--- src/rtl/pulse_train_gen_if.sv ---
// rtl/pulse_train_gen_if.sv - control/status bundle for pulse_train_gen (repeat_en present with PULSE_TRAIN_REPEAT_EN)
interface pulse_train_gen_if #(
    parameter int W  = 8,
    parameter int CW = 8
);
    logic          start;
    logic          stop;
    logic [W-1:0]  high_len;
    logic [W-1:0]  low_len;
    logic [CW-1:0] pulse_count;
`ifdef PULSE_TRAIN_REPEAT_EN
    logic          repeat_en;
`endif
    logic          pulse;
    logic          busy;
    logic          done;
    logic [CW-1:0] pulses_done;

    modport master (
        output start, stop, high_len, low_len, pulse_count,
`ifdef PULSE_TRAIN_REPEAT_EN
        output repeat_en,
`endif
        input  pulse, busy, done, pulses_done
    );

    modport slave (
        input  start, stop, high_len, low_len, pulse_count,
`ifdef PULSE_TRAIN_REPEAT_EN
        input  repeat_en,
`endif
        output pulse, busy, done, pulses_done
    );
endinterface

--- src/rtl/pulse_train_gen.sv ---
// rtl/pulse_train_gen.sv - clock-aligned programmable pulse-train generator
// Optional continuous-repeat mode is enabled by defining PULSE_TRAIN_REPEAT_EN.
module pulse_train_gen #(
    parameter int W  = 8,
    parameter int CW = 8
) (
    input  logic               clock,
    input  logic               reset,
    pulse_train_gen_if.slave   bus
);
    typedef enum logic [1:0] {IDLE, HIGH, LOW} state_t;

    state_t        state, state_nxt;
    logic [W-1:0]  cnt, cnt_nxt;
    logic [W-1:0]  h_lat, h_nxt;
    logic [W-1:0]  l_lat, l_nxt;
    logic [CW-1:0] n_lat, n_nxt;
    logic [CW-1:0] pd_q, pd_nxt;
    logic [CW-1:0] pd_inc;
    logic          rep_lat, rep_nxt;
    logic          pulse_q, pulse_nxt;
    logic          busy_q, busy_nxt;
    logic          done_q, done_nxt;

    assign pd_inc = pd_q + CW'(1);

    always_ff @(posedge clock) begin
        if (reset) begin
            state   <= IDLE;
            cnt     <= '0;
            h_lat   <= '0;
            l_lat   <= '0;
            n_lat   <= '0;
            pd_q    <= '0;
            rep_lat <= 1'b0;
            pulse_q <= 1'b0;
            busy_q  <= 1'b0;
            done_q  <= 1'b0;
        end else begin
            state   <= state_nxt;
            cnt     <= cnt_nxt;
            h_lat   <= h_nxt;
            l_lat   <= l_nxt;
            n_lat   <= n_nxt;
            pd_q    <= pd_nxt;
            rep_lat <= rep_nxt;
            pulse_q <= pulse_nxt;
            busy_q  <= busy_nxt;
            done_q  <= done_nxt;
        end
    end

    // cnt holds the number of cycles already spent in the current phase, including this one
    always_comb begin
        state_nxt = state;
        cnt_nxt   = cnt;
        h_nxt     = h_lat;
        l_nxt     = l_lat;
        n_nxt     = n_lat;
        pd_nxt    = pd_q;
        rep_nxt   = rep_lat;
        pulse_nxt = 1'b0;
        busy_nxt  = 1'b0;
        done_nxt  = 1'b0;
        case (state)
            IDLE: begin
                if (bus.start && !bus.stop) begin
                    h_nxt  = bus.high_len;
                    l_nxt  = (bus.low_len == '0) ? W'(1) : bus.low_len;
                    n_nxt  = bus.pulse_count;
                    pd_nxt = '0;
`ifdef PULSE_TRAIN_REPEAT_EN
                    rep_nxt = bus.repeat_en;
`else
                    rep_nxt = 1'b0;
`endif
                    if (bus.high_len == '0 || bus.pulse_count == '0) begin
                        done_nxt = 1'b1;
                    end else begin
                        state_nxt = HIGH;
                        cnt_nxt   = W'(1);
                        pulse_nxt = 1'b1;
                        busy_nxt  = 1'b1;
                    end
                end
            end
            HIGH: begin
                if (bus.stop) begin
                    state_nxt = IDLE;
                    done_nxt  = 1'b1;
                end else if (cnt == h_lat) begin
                    pd_nxt  = pd_inc;
                    cnt_nxt = W'(1);
                    if (pd_inc == n_lat && !rep_lat) begin
                        state_nxt = IDLE;
                        done_nxt  = 1'b1;
                    end else begin
                        state_nxt = LOW;
                        busy_nxt  = 1'b1;
                    end
                end else begin
                    cnt_nxt   = cnt + W'(1);
                    pulse_nxt = 1'b1;
                    busy_nxt  = 1'b1;
                end
            end
            LOW: begin
                if (bus.stop) begin
                    state_nxt = IDLE;
                    done_nxt  = 1'b1;
                end else if (cnt == l_lat) begin
                    state_nxt = HIGH;
                    cnt_nxt   = W'(1);
                    pulse_nxt = 1'b1;
                    busy_nxt  = 1'b1;
                    // only reachable in repeat mode: the gap after the last pulse restarts the train
                    if (pd_q == n_lat)
                        pd_nxt = '0;
                end else begin
                    cnt_nxt  = cnt + W'(1);
                    busy_nxt = 1'b1;
                end
            end
            default: state_nxt = IDLE;
        endcase
    end

    assign bus.pulse       = pulse_q;
    assign bus.busy        = busy_q;
    assign bus.done        = done_q;
    assign bus.pulses_done = pd_q;
endmodule

--- src/flat_wrapper.sv ---
// flat-port wrapper written by rule: the top's interface ports become plain ports
module pulse_train_gen_flat 
#(
    parameter int W  = 8,
    parameter int CW = 8
)
  (clock, reset, bus_start, bus_stop, bus_high_len, bus_low_len, bus_pulse_count, bus_pulse, bus_busy, bus_done, bus_pulses_done);
  pulse_train_gen_if #(.W(W), .CW(CW)) bus_i ();
  input  logic clock;
  input  logic reset;
  input wire logic [$bits(bus_i.start)-1:0] bus_start;
  input wire logic [$bits(bus_i.stop)-1:0] bus_stop;
  input wire logic [$bits(bus_i.high_len)-1:0] bus_high_len;
  input wire logic [$bits(bus_i.low_len)-1:0] bus_low_len;
  input wire logic [$bits(bus_i.pulse_count)-1:0] bus_pulse_count;
  output wire logic [$bits(bus_i.pulse)-1:0] bus_pulse;
  output wire logic [$bits(bus_i.busy)-1:0] bus_busy;
  output wire logic [$bits(bus_i.done)-1:0] bus_done;
  output wire logic [$bits(bus_i.pulses_done)-1:0] bus_pulses_done;
  assign bus_i.start = bus_start;
  assign bus_i.stop = bus_stop;
  assign bus_i.high_len = bus_high_len;
  assign bus_i.low_len = bus_low_len;
  assign bus_i.pulse_count = bus_pulse_count;
  assign bus_pulse = bus_i.pulse;
  assign bus_busy = bus_i.busy;
  assign bus_done = bus_i.done;
  assign bus_pulses_done = bus_i.pulses_done;
  pulse_train_gen #(.W(W), .CW(CW)) u_core (.clock(clock), .reset(reset), .bus(bus_i));
endmodule
--- config.mk ---
export PLATFORM = sky130hd
export DESIGN_NAME = pulse_train_gen_flat
export DESIGN_NICKNAME = d
export VERILOG_FILES = /design/src/rtl/pulse_train_gen_if.sv /design/src/rtl/pulse_train_gen.sv /design/src/flat_wrapper.sv
export SDC_FILE = /design/constraint.sdc
export NUM_CORES = 1
export LEC_CHECK = 0
export CAP_MARGIN = 40
export CORE_ASPECT_RATIO = 1.5
export CORE_MARGIN = 4
export CORE_UTILIZATION = 30
export DETAILED_ROUTE_END_ITERATION = 16
export DONT_BUFFER_PORTS = 1
export SLEW_MARGIN = 20
export SYNTH_ARGS = -nofsm -noshare
export SYNTH_HDL_FRONTEND = slang
export SYNTH_SLANG_ARGS = --single-unit
--- constraint.sdc ---
create_clock -name clock -period 6.76 [get_ports clock]
set_clock_uncertainty 0.2 [all_clocks]
set_input_delay 1.352 -clock clock [delete_from_list [all_inputs] [get_ports clock]]
set_output_delay 1.352 -clock clock [all_outputs]
set_load 0.01 [all_outputs]
* Word level (Yosys, flattened, before mapping)
Index checks and enable logic that the tools add are counted.
** Word-level totals
- Register bits :: 45
- Latch bits :: 0
- RAM bits :: 0
- Memory bits (read-only) :: 0
- Bits of input ports :: 28
- Output and inout port bits :: 11
- Memories :: 0
** Cells by class
- $add $sub $neg :: 2
- $mul :: 0
- Div/mod/pow operators :: 0
- Order comparisons :: 0
- Equality and inequality tests :: 15
- Shift operators :: 0
- Multiplexer cells :: 42
- Bitwise operators :: 0
- Reduce and logical (&&, ||, !) cells :: 12
** Operators with widths (count)
- 8-bit 2-to-1 mux :: 13
- 8-bit one-hot mux with 3 select lines :: 2
- 8-bit == test :: 4
- 8-bit logical NOT :: 3
- 8-bit by 1-bit adder with 8-bit output, second input constant :: 2
- 1-bit 2-to-1 mux :: 16
- 2-bit 2-to-1 mux :: 7
- 1-bit one-hot mux with 3 select lines :: 3
- 2-bit by 1-bit != test with 1-bit output, second input constant :: 4
- 7-bit AND reduction :: 1
- 2-bit != test, second input constant :: 3
- 3-bit by 2-bit != test with 1-bit output, second input constant :: 2
- 2-bit one-hot mux with 3 select lines :: 1
- 5-bit AND reduction :: 1
- 4-bit AND reduction :: 1
- 3-bit nonzero test :: 1
- 2-bit by 1-bit == test with 1-bit output, second input constant :: 1
- 2-bit == test, second input constant :: 1
- 2-bit logical NOT :: 1
- 2-bit AND reduction :: 1
- 1-bit logical AND :: 1
- 1-bit logical NOT :: 1
- 1-bit logical OR :: 1

* Depth between registers and ports, before layout
Gate-level depths: netlist of the first run.
- Word-level depth :: 6
- Depth in mapped cells :: 9

* Worst setup path before layout of the first run
OpenSTA, ideal clock, no wires.
- Kind :: in2reg
- From :: input port bus_start
- To :: register u_core.pd_q[4], in the netlist u_core.bus.pulses_done[4]
- Data arrival time :: 2.788 ns
- Required time :: 6.473 ns
- Slack :: 3.685 ns
- Cell stages on the path :: 5
- Buffers on the path :: 0
- Path through :: nor2b_1 > o21bai_1 > or4_4 > or4_1 > o31ai_1
** On the way
- Cells in the longest elaborated chain, start to end :: 3
** Ends and longest elaborated chain
- from (decl) :: line flat_wrapper.sv:11 : input wire logic [$bits(bus_i.start)-1:0] bus_start;
- 1-bit logical AND :: line pulse_train_gen.sv:67 : if (bus.start && !bus.stop) begin
- 2-bit by 1-bit != test with 1-bit output (no line)
- 7-bit AND reduction (no line)
- to (signal assigned) :: line pulse_train_gen.sv:45 : pd_q <= pd_nxt;
- to (decl) :: line pulse_train_gen.sv:18 : logic [CW-1:0] pd_q, pd_nxt;
No other way between the ends.
A chain may end at the register's enable or synchronous reset.

* Worst setup path in the final report of the first run
- From :: input port bus_start
- To :: register u_core.pd_q[7], in the netlist u_core.bus.pulses_done[7]
Same word-level chain as after synthesis.

==> results of run 1 <==
## critical path, cell delays in order
cell and delay, ns:
nor2b_1 0.27, o21bai_1 0.29, a211o_1 0.46, or4_1 0.50, a21oi_1 0.15
## cell usage after synthesis, types with 2 or more instances
master / n / area share [%]
nand4_1: 2 / 0.50
or3_1: 3 / 0.75
a21boi_1: 2 / 0.60
or4_1: 6 / 1.8
and3_1: 2 / 0.50
clkbuf_1: 10 / 1.5
o21bai_1: 2 / 0.60
and2_1: 3 / 0.75
dfxtp_1: 45 / 36
nor3_1: 9 / 1.8
inv_1: 12 / 1.8
a21oi_1: 37 / 7.4
nand3_1: 8 / 1.6
nor2_1: 21 / 3.2
ha_1: 7 / 3.5
nor4b_1: 2 / 0.70
xnor2_1: 10 / 3.5
o21ai_0: 3 / 0.60
a211o_1: 2 / 0.70
o31ai_1: 5 / 1.5
nand2_1: 58 / 8.7
or2_2: 2 / 0.50
nor4_2: 2 / 1.0
xor2_1: 24 / 8.4
nor4_1: 9 / 2.3
nor2b_1: 2 / 0.50
buf_2: 2 / 0.40
## area by class of cell
type                       count  area, um^2  area share (%)
tap                          105         131            4.83
inverter                      12        45.0            1.66
sequential                    45         901            33.1
multi-input combinational    243        1490            54.6
timing repair buffer           2        26.3           0.966
clock buffer                   5         125            4.60
clock inverter                 1        5.00           0.184
## cell families (layout without fill, tap and decap cells)
logic type,after synthesis,count (layout),share of synthesized area [%]
fa+ha+maj,7,7,3.51
mux,1,1,0.451
flops,45,45,36.1
buf+inv,26,20,4.46
xor+xnor,34,34,11.9
simple gates,138,138,28.1
compound gates,63,63,15.5
## report_power, final
| part | internal [uW] | total, uW | switching [uW] | leakage [uW] |
|---|---|---|---|---|
| registers | 290 | 317 | 26.8 | 0.000366 |
| logic | 83.6 | 223 | 140 | 0.000600 |
| clock network | 132 | 229 | 97.0 | 0.0000655 |
| total | 506 | 769 | 263 | 0.00103 |
## layer usage
metal | GRT usage [%] | vias to the layer above | routed length [um]
li1 | - | 1081 | -
met1 | 14.7 | 985 | 2440
met2 | 22.1 | 57 | 3100
met3 | 3.23 | 12 | 342
met4 | 5.21 | 0 | 167
met5 | 0 | - | 0
## placed cells by master (no fill, tap or decap), types with 6 or more instances in the layout
| cell | instances |
|---|---|
| nor4_1 | 9 |
| inv_1 | 12 |
| nor3_1 | 9 |
| or4_1 | 6 |
| xor2_1 | 24 |
| nand2_1 | 58 |
| xnor2_1 | 10 |
| ha_1 | 7 |
| nand3_1 | 8 |
| dfxtp_1 | 45 |
| a21oi_1 | 37 |
| nor2_1 | 21 |
## registers in the layout (all words and copies together), names as in the netlist
register	flops
u_core.cnt	8
u_core.bus.pulses_done	8
u_core.n_lat	8
u_core.bus.busy	1
u_core.bus.done	1
u_core.bus.pulse	1
u_core.h_lat	8
u_core.l_lat	8
u_core.state	2
## path summary, 6_finish.rpt
path	startpoint	to	depth (start not counted)
worst min-delay path	u_core.l_lat[6]$_SDFFE_PP0P_	u_core.l_lat[6]$_SDFFE_PP0P_	2
worst max-delay path	bus_start	u_core.bus.pulses_done[7]$_SDFFE_PP0P_	5
worst max register to register	u_core.state[1]$_SDFFE_PP0P_	u_core.bus.pulses_done[7]$_SDFFE_PP0P_	8
worst min register to register	u_core.l_lat[6]$_SDFFE_PP0P_	u_core.l_lat[6]$_SDFFE_PP0P_	2
## stage by stage
step / hold slack (ns) / worst slack, ns / total power (uW) / cells
after floorplan: 0.248 / 3.69 / 498 / 314
after global placement: 0.252 / 3.48 / 539 / 405
after detailed placement: 0.254 / 3.42 / 540 / 405
after CTS: 0.262 / 3.72 / 770 / 411
after global routing: 0.285 / 3.66 / 814 / 413
final: 0.259 / 3.75 / 769 / 413
==> metrics.txt, run 1 <==
cts bufs inserted 5; first-pass GRT wire length 9.95 mm; antenna violations before repair 0; Congestion Overflow GR 0; dpl cell area 2560 um^2; shortest clock period the worst path allows after layout 3.01 ns; number of setup buffers added after CTS 0; level count of the clock H-tree 2; worst rel slew slack 56.5%; RSZ-0062 raised after global routing false; maximum count of clock buffers along a single path 2; Maximum Capacitance Violations 0; number of synthesized register bits 45; detailed-route vias per instance 5.17; routability-driven placement congestion ratio 0.897; Achievable Freq 332 MHz; Critical Setup Path Class input port to register; die height 120 um; number of warnings printed during yosys synthesis 0; final wirelength 6.05 mm; critical path fanouts, max 11; Nets 344; row cnt 40; Slew Viols, Final 0; final worst path period share 44.6%; setup violation total in the final timing report 0; CTS resizes 0; post-detail-place hpwl 4.59 mm; async set-reset flop share out of synthesis 0%; Max IR drop VDD 0.0988 mV; share of layout cells above drive strength 1 5.84%; Horiz. Die Dim 82.5 um; clock-pin slew on the worst setup and hold paths 0.06 ns; root cell of the clock tree clkbuf_16; clock latency of the later-clocked register in the worst-skew pair 0.28 ns; number of different library cells in the post-synthesis netlist 51; number of global-route vias before repair 2061; number of optimization iterations in the first detailed-route pass 5; core box area 8060 um^2; setup_tns 0 ns; cell area after synthesis 2500 um^2; TritonCTS clock tree yes; final core utilization 33.7%; sequential share of the synthesized area 36.1%; P per Cell Area 283 nW/um^2; effective utilization at floorplan 31.0%; most used flip-flop cell after synthesis dfxtp_1; worst hold path class register to register; number of enable-type register cells in the synthesized netlist 0; worst reg-to-reg setup slack 3.98 ns; overall via count from detail_route 2135; antenna cells 0; result of the run complete, no violations; I/O pin cnt 39; required time at the worst-slack endpoint 6.77 ns; floorplan die area 9880 um^2; post-route DRC violation count 0; Synth Net Count 349; Iter 0 DRT Violations 95; Routed wire per std cell 14.6 um; overall track demand over capacity in global routing 12.8%; critical path startpoint category input port; arrival time of the worst setup path 3.03 ns; number of antenna-violating nets in the routed design 0; Port Buffers 0; sort of element at the end of the critical path register; total leakage power 0.00103 uW; Clock Sink Count 45; number of hold violations in the final report 0; layout overhead on the synthesized area 8.87%; cell count after synthesis 314; count of hold buffers inserted by post-cts repair 0; worst-margin pin slew 0.651 ns; pin count of the biggest net entering global routing 45; post-layout instance area 2720 um^2; Syn Area/Cell 7.95 um^2; count of fill cells added during filler insertion 841
No activity file was read; power rests on OpenSTA's default activity.
==> inputs of run 2 (changes only) <==
Settings changed: ABC_AREA from default to 1.
Clock period 6.76 ns to 2.9 ns, I/O delays scaled along.
==> run 2 against run 1 <==
Against the previous run: worst hold slack worse by 0.10 ns; worst setup slack worse by 3.0 ns; via count up 21%; first-iteration DRC count up 27%; register-to-register slack worse by 3.2 ns; core utilization about the same; synthesized cell count up 36%; sequential cell count unchanged; die area up 7.0%; cell count up 30%; total power rose to 3.4 times the previous value.
==> metrics.txt, run 2 <==
result of the run complete, no violations; post-detail-place hpwl 5.56 mm; Achievable Freq 468 MHz; Synth Net Count 463; detailed-route vias per instance 4.83; level count of the clock H-tree 2; clock latency of the later-clocked register in the worst-skew pair 0.29 ns; RSZ-0062 raised after global routing false; antenna cells 0; core box area 8780 um^2; number of optimization iterations in the first detailed-route pass 5; Yosys top cell area share 33.5%; final wirelength 7.09 mm; Routed wire per std cell 13.2 um; async set-reset flop share out of synthesis 0%; count of fill cells added during filler insertion 940; cell area after synthesis 2690 um^2; P per Cell Area 879 nW/um^2; Critical Setup Path Class register to register; die height 124 um; share of layout cells above drive strength 1 6.79%; antenna violations before repair 0; top cells by area, synth dfxtp_1 (34%), nand2_1 (17%), inv_1 (7.0%); top cells by count, synth nand2_1 (125), inv_1 (50), dfxtp_1 (45), nor2_1 (45), o21ai_0 (33); critical path startpoint category register; clock-pin slew on the worst setup and hold paths 0.07 ns; Nets 462; worst-margin pin slew 0.746 ns; final worst path period share 73.7%; I/O pin cnt 39; total leakage power 0.00127 uW; post-synthesis cell type with the largest combined area dfxtp_1; row cnt 42; post-route DRC violation count 0; number of setup buffers added after CTS 0; shortest clock period the worst path allows after layout 2.14 ns; Clock Sink Count 45; leading cell types in the layout, fill and taps excluded nand2_1 (125), inv_1 (50), nor2_1 (45), dfxtp_1 (45), o21ai_0 (33); number of global-route vias before repair 2567; critical path fanouts, max 8; required time at the worst-slack endpoint 2.91 ns; sequential share of the synthesized area 33.5%; layout overhead on the synthesized area 10.2%; number of antenna-violating nets in the routed design 0; number of cells in the finished layout apart from fillers 537; most used flip-flop cell after synthesis dfxtp_1; sort of element at the end of the critical path register; Maximum Capacitance Violations 0; commonest non-fill, non-tap cell in the layout nand2_1; number of different library cells in the post-synthesis netlist 30; Port Buffers 0; number of enable-type register cells in the synthesized netlist 0; worst hold path class input port to register; TritonCTS clock tree yes; setup violation total in the final timing report 0; overall track demand over capacity in global routing 13.9%; most repeated cell in the gate-level netlist after synthesis nand2_1; cts bufs inserted 5; Horiz. Die Dim 85.3 um; CTS resizes 0; setup_tns 0 ns; root cell of the clock tree clkbuf_16; Iter 0 DRT Violations 121; maximum count of clock buffers along a single path 2; first-pass GRT wire length 11.6 mm; number of hold violations in the final report 0; pin count of the biggest net entering global routing 31; worst rel slew slack 50.2%; count of hold buffers inserted by post-cts repair 0; number of synthesized register bits 45; floorplan die area 10600 um^2; Slew Viols, Final 0; routability-driven placement congestion ratio 0.798; overall via count from detail_route 2592; cell count after synthesis 428; dpl cells 530; Syn Area/Cell 6.28 um^2; number of warnings printed during yosys synthesis 0; Congestion Overflow GR 0; arrival time of the worst setup path 2.15 ns; effective utilization at floorplan 30.6%; Max IR drop VDD 0.373 mV
[run 2: cell count changes after synthesis, sizes merged, moves of 4 or more]
cell	delta
nand4	+6
o21ai	+29
or4	-7
nor2	+28
nor3	-4
nand2	+74
inv	+45
xor2	-17
a21oi	-8
nor4	-11
nand3	+22
o31ai	-5
xnor2	-6
[run 2: area by class of cell]
cell class,count,area (um^2),share of cell area [%]
inverters,58,218,7.35
clock buffers,5,125,4.22
well taps,110,138,4.65
repair buffers,2,15.0,0.507
flip-flops and latches,45,901,30.4
clock inverters,2,35.0,1.18
multi-input cells,315,1530,51.7
[run 2: layer usage]
| metal | wire length, um | vias up | global-route usage [%] |
|---|---|---|---|
| li1 | - | 1354 | - |
| met2 | 3780 | 59 | 27.2 |
| met5 | 0 | - | 0 |
| met4 | 172 | 0 | 4.95 |
| met3 | 393 | 13 | 2.98 |
| met1 | 2750 | 1166 | 14.2 |
[run 2: path summary, 6_finish.rpt]
kind	startpoint	to	slack (ns)	depth (start not counted)
min	reset	u_core.bus.pulses_done[1]$_SDFFE_PP0P_	0.16	1
max	u_core.bus.pulses_done[0]$_SDFFE_PP0P_	u_core.bus.done$_SDFF_PP0_	0.76	8
min reg2reg	u_core.h_lat[1]$_SDFFE_PP0P_	u_core.h_lat[1]$_SDFFE_PP0P_	0.27	2
max reg2reg	u_core.bus.pulses_done[0]$_SDFFE_PP0P_	u_core.bus.done$_SDFF_PP0_	0.76	8
[run 2: kinds of logic after synthesis]
kind of cell / count (synthesis) / share of synthesized area [%]
AND/OR/NAND/NOR: 228 / 36.5
AO/OA/AOI/OAI: 69 / 13.6
buffers and inverters: 68 / 9.54
flip-flops: 45 / 33.5
XOR/XNOR: 11 / 3.58
adder cells (fa/ha/maj): 7 / 3.26
[run 2: power by group]
| part | switching, uW | total [uW] | internal [uW] |
|---|---|---|---|
| registers | 181 | 922 | 741 |
| clock network | 241 | 641 | 400 |
| logic | 671 | 1040 | 369 |
| total | 1090 | 2600 | 1510 |
[run 2: through the flow]
stage / utilization, % / setup slack, ns / instance area, um^2 / hold WS, ns / power, uW
after global routing: 33.8 / 0.557 / 2960 / 0.146 / 2820
after global placement: 31.9 / 0.778 / 2800 / 0.264 / 1960
final: 33.8 / 0.764 / 2960 / 0.157 / 2600
after CTS: 33.8 / 0.748 / 2960 / 0.151 / 2620
after detailed placement: 31.9 / 0.755 / 2800 / 0.267 / 1980
after floorplan: - / 1.07 / 2690 / 0.244 / 1720
[run 2: worst max-delay path, cell delays in order (launching register included)]
cell	delay (ns)
dfxtp_1	0.53
ha_1	0.32
xor2_1	0.15
or2_1	0.20
nor2_1	0.22
nand3_1	0.15
nand2_1	0.08
nand3_1	0.06
a21oi_1	0.14
==> inputs of run 3 (changes only) <==
Clock period 2.9 ns to 1.7 ns, I/O delays scaled along.
==> run 3 against run 2 <==
Against the previous run: the flow now finishes with violations (negative setup slack); sequential power grew 64%; critical path depth unchanged; clock-buffer cell count unchanged; via count up 14%; cell count is 15% higher; worst setup slack got worse by 0.89 ns; non-clock buffer count rose by 79.
==> metrics.txt, run 3 (synthesized netlist as in run 2, its figures left out) <==
pin count of the biggest net entering global routing 39; number of optimization iterations in the first detailed-route pass 4; final wirelength 8.48 mm; minimum setup slack in the final design -0.123 ns; antenna cells 0; TritonCTS clock tree yes; Slew Viols, Final 0; row cnt 42; Reg2Reg Depth 8; Iter 0 DRT Violations 134; cell depth of the worst min-delay path 3; dpl cell area 3370 um^2; overall track demand over capacity in global routing 16.5%; leading cell types in the layout, fill and taps excluded nand2_1 (107), buf_4 (71), inv_1 (43); Nets 543; cell with the biggest individual delay on the critical path dfxtp_4; number of hold violations in the final report 0; max incr delay on CP 0.39 ns; share of layout cells above drive strength 1 33.6%; post-route DRC violation count 0; I/O pin cnt 39; post-detail-place hpwl 6.23 mm; number of cells in the finished layout apart from fillers 619; P per Cell Area 1470 nW/um^2; RSZ-0062 raised after global routing true; root cell of the clock tree clkbuf_16; critical path fanouts, max 5; power consumption 5760 uW; sequential power share 26.3%; level count of the clock H-tree 2; setup_tns -1.20 ns; result of the run complete, but fails checks; worst-margin pin slew 0.445 ns; internal cell power 3380 uW; worst rel slew slack 70.2%; cts bufs inserted 5; required time at the worst-slack endpoint 1.73 ns; overall via count from detail_route 2961; layout overhead on the synthesized area 45.8%; clock latency of the later-clocked register in the worst-skew pair 0.30 ns; critical path's most frequent cell nand3_2; clock-pin slew on the worst setup and hold paths 0.06 ns; Maximum Capacitance Violations 0; core box area 8780 um^2; worst reg-to-reg setup slack -0.12 ns; Routed wire per std cell 13.7 um; floorplan die area 10600 um^2; Congestion Overflow GR 0; switching share of power 41.3%; switching component of the power 2380 uW; Port Buffers 0; worst hold path class input port to register; setup violation total in the final timing report 18; portion of total power attributed to combinational logic 54.1%; critical path startpoint category register; first-pass GRT wire length 13.6 mm; Clock Power Share 19.6%; post-layout instance area 3920 um^2; Clock Sink Count 45; routability-driven placement congestion ratio 0.897; total leakage power 0.00176 uW; final core utilization 44.7%; sort of element at the end of the critical path register; Max IR drop VDD 0.516 mV; effective utilization at floorplan 30.6%; Horiz. Die Dim 85.3 um; number of gates on the worst path with buffers counted 8; detailed-route vias per instance 4.78; commonest non-fill, non-tap cell in the layout nand2_1; die height 124 um; number of antenna-violating nets in the routed design 0; failing checks negative setup slack; worst-path cell chain ha_4, xor2_1, or2_1, nor2_4, nand3_2, nand2_1, nand3_2, a21oi_2; maximum count of clock buffers along a single path 2; number of global-route vias before repair 3064; arrival time of the worst setup path 1.85 ns; shortest clock period the worst path allows after layout 1.82 ns; worst path buffer plus inverter count 0; dpl cells 598; Critical Setup Path Class register to register; Achievable Freq 548 MHz; antenna violations before repair 0; cell type group with the largest total delay on the critical path simple AND/OR/NAND/NOR gates; final worst path period share 107%
run 3: changes by cell type in the layout (fill, tap and decap cells not counted), sizes merged:
cell,before,now
clkinvlp,0,1
nand2,133,134
nor2,49,50
dlygate4sd3,0,4
buf,2,77
run 3: repair_timing:
item                                    4_1_cts  5_1_grt
gates resized for setup                      31       62
hold buffers                                  4        0
pin swaps                                    11       39
endpoints found under the setup margin       44       39
hold endpoints to repair                     12        0
cloned                                        1        1
setup buffers                                 3        4
run 3: worst paths after layout:
path	start	endpoint
setup / recovery	u_core.bus.pulses_done[0]$_SDFFE_PP0P_	u_core.bus.done$_SDFF_PP0_
hold / removal	reset	u_core.bus.pulse$_SDFF_PP0_
setup reg to reg	u_core.bus.pulses_done[0]$_SDFFE_PP0P_	u_core.bus.done$_SDFF_PP0_
hold reg to reg	u_core.l_lat[2]$_SDFFE_PP0P_	u_core.l_lat[2]$_SDFFE_PP0P_
run 3: power by group through the flow:
stage          Sequential [uW]  Combinational, uW  Clock, uW
6_report                  1510               3120       1130
5_1_grt                   1550               3440       1210
4_1_cts                   1500               2770       1170
3_5_place_dp              1520               2560          0
3_3_place_gp              1510               2540          0
2_1_floorplan             1530               1490          0
run 3: worst register-to-register path: cells and delay by family (launching register included):
family / cells / cell delay [ns]
fa+ha+maj: 1 / 0.21
xor+xnor: 1 / 0.13
flops: 1 / 0.39
compound gates: 1 / 0.13
simple gates: 5 / 0.70
run 3: routing by layer:
| layer | vias to the layer above | wire length, um | track usage, % |
|---|---|---|---|
| li1 | 1527 | - | - |
| met5 | - | 0 | 0 |
| met1 | 1360 | 3110 | 15.1 |
| met4 | 0 | 320 | 8.91 |
| met3 | 19 | 390 | 3.90 |
| met2 | 55 | 4670 | 32.6 |
run 3: metrics by stage:
stage	hold WS (ns)	setup WS [ns]
3_5_place_dp	0.209	-0.272
2_1_floorplan	0.244	0.00636
6_report	0.0288	-0.123
5_1_grt	0.0342	-0.237
4_1_cts	0.0221	-0.0839
3_3_place_gp	0.207	-0.222
run 3: layout make-up:
cell class                      count  area [um^2]
Timing Repair Buffer               81          641
Clock inverter                      3         46.3
Fill cell                         894         4850
Sequential cell                    45          943
Inverter                           58          230
Tap cell                          110          138
Multi-Input combinational cell    317         1800
Clock buffer                        5          125
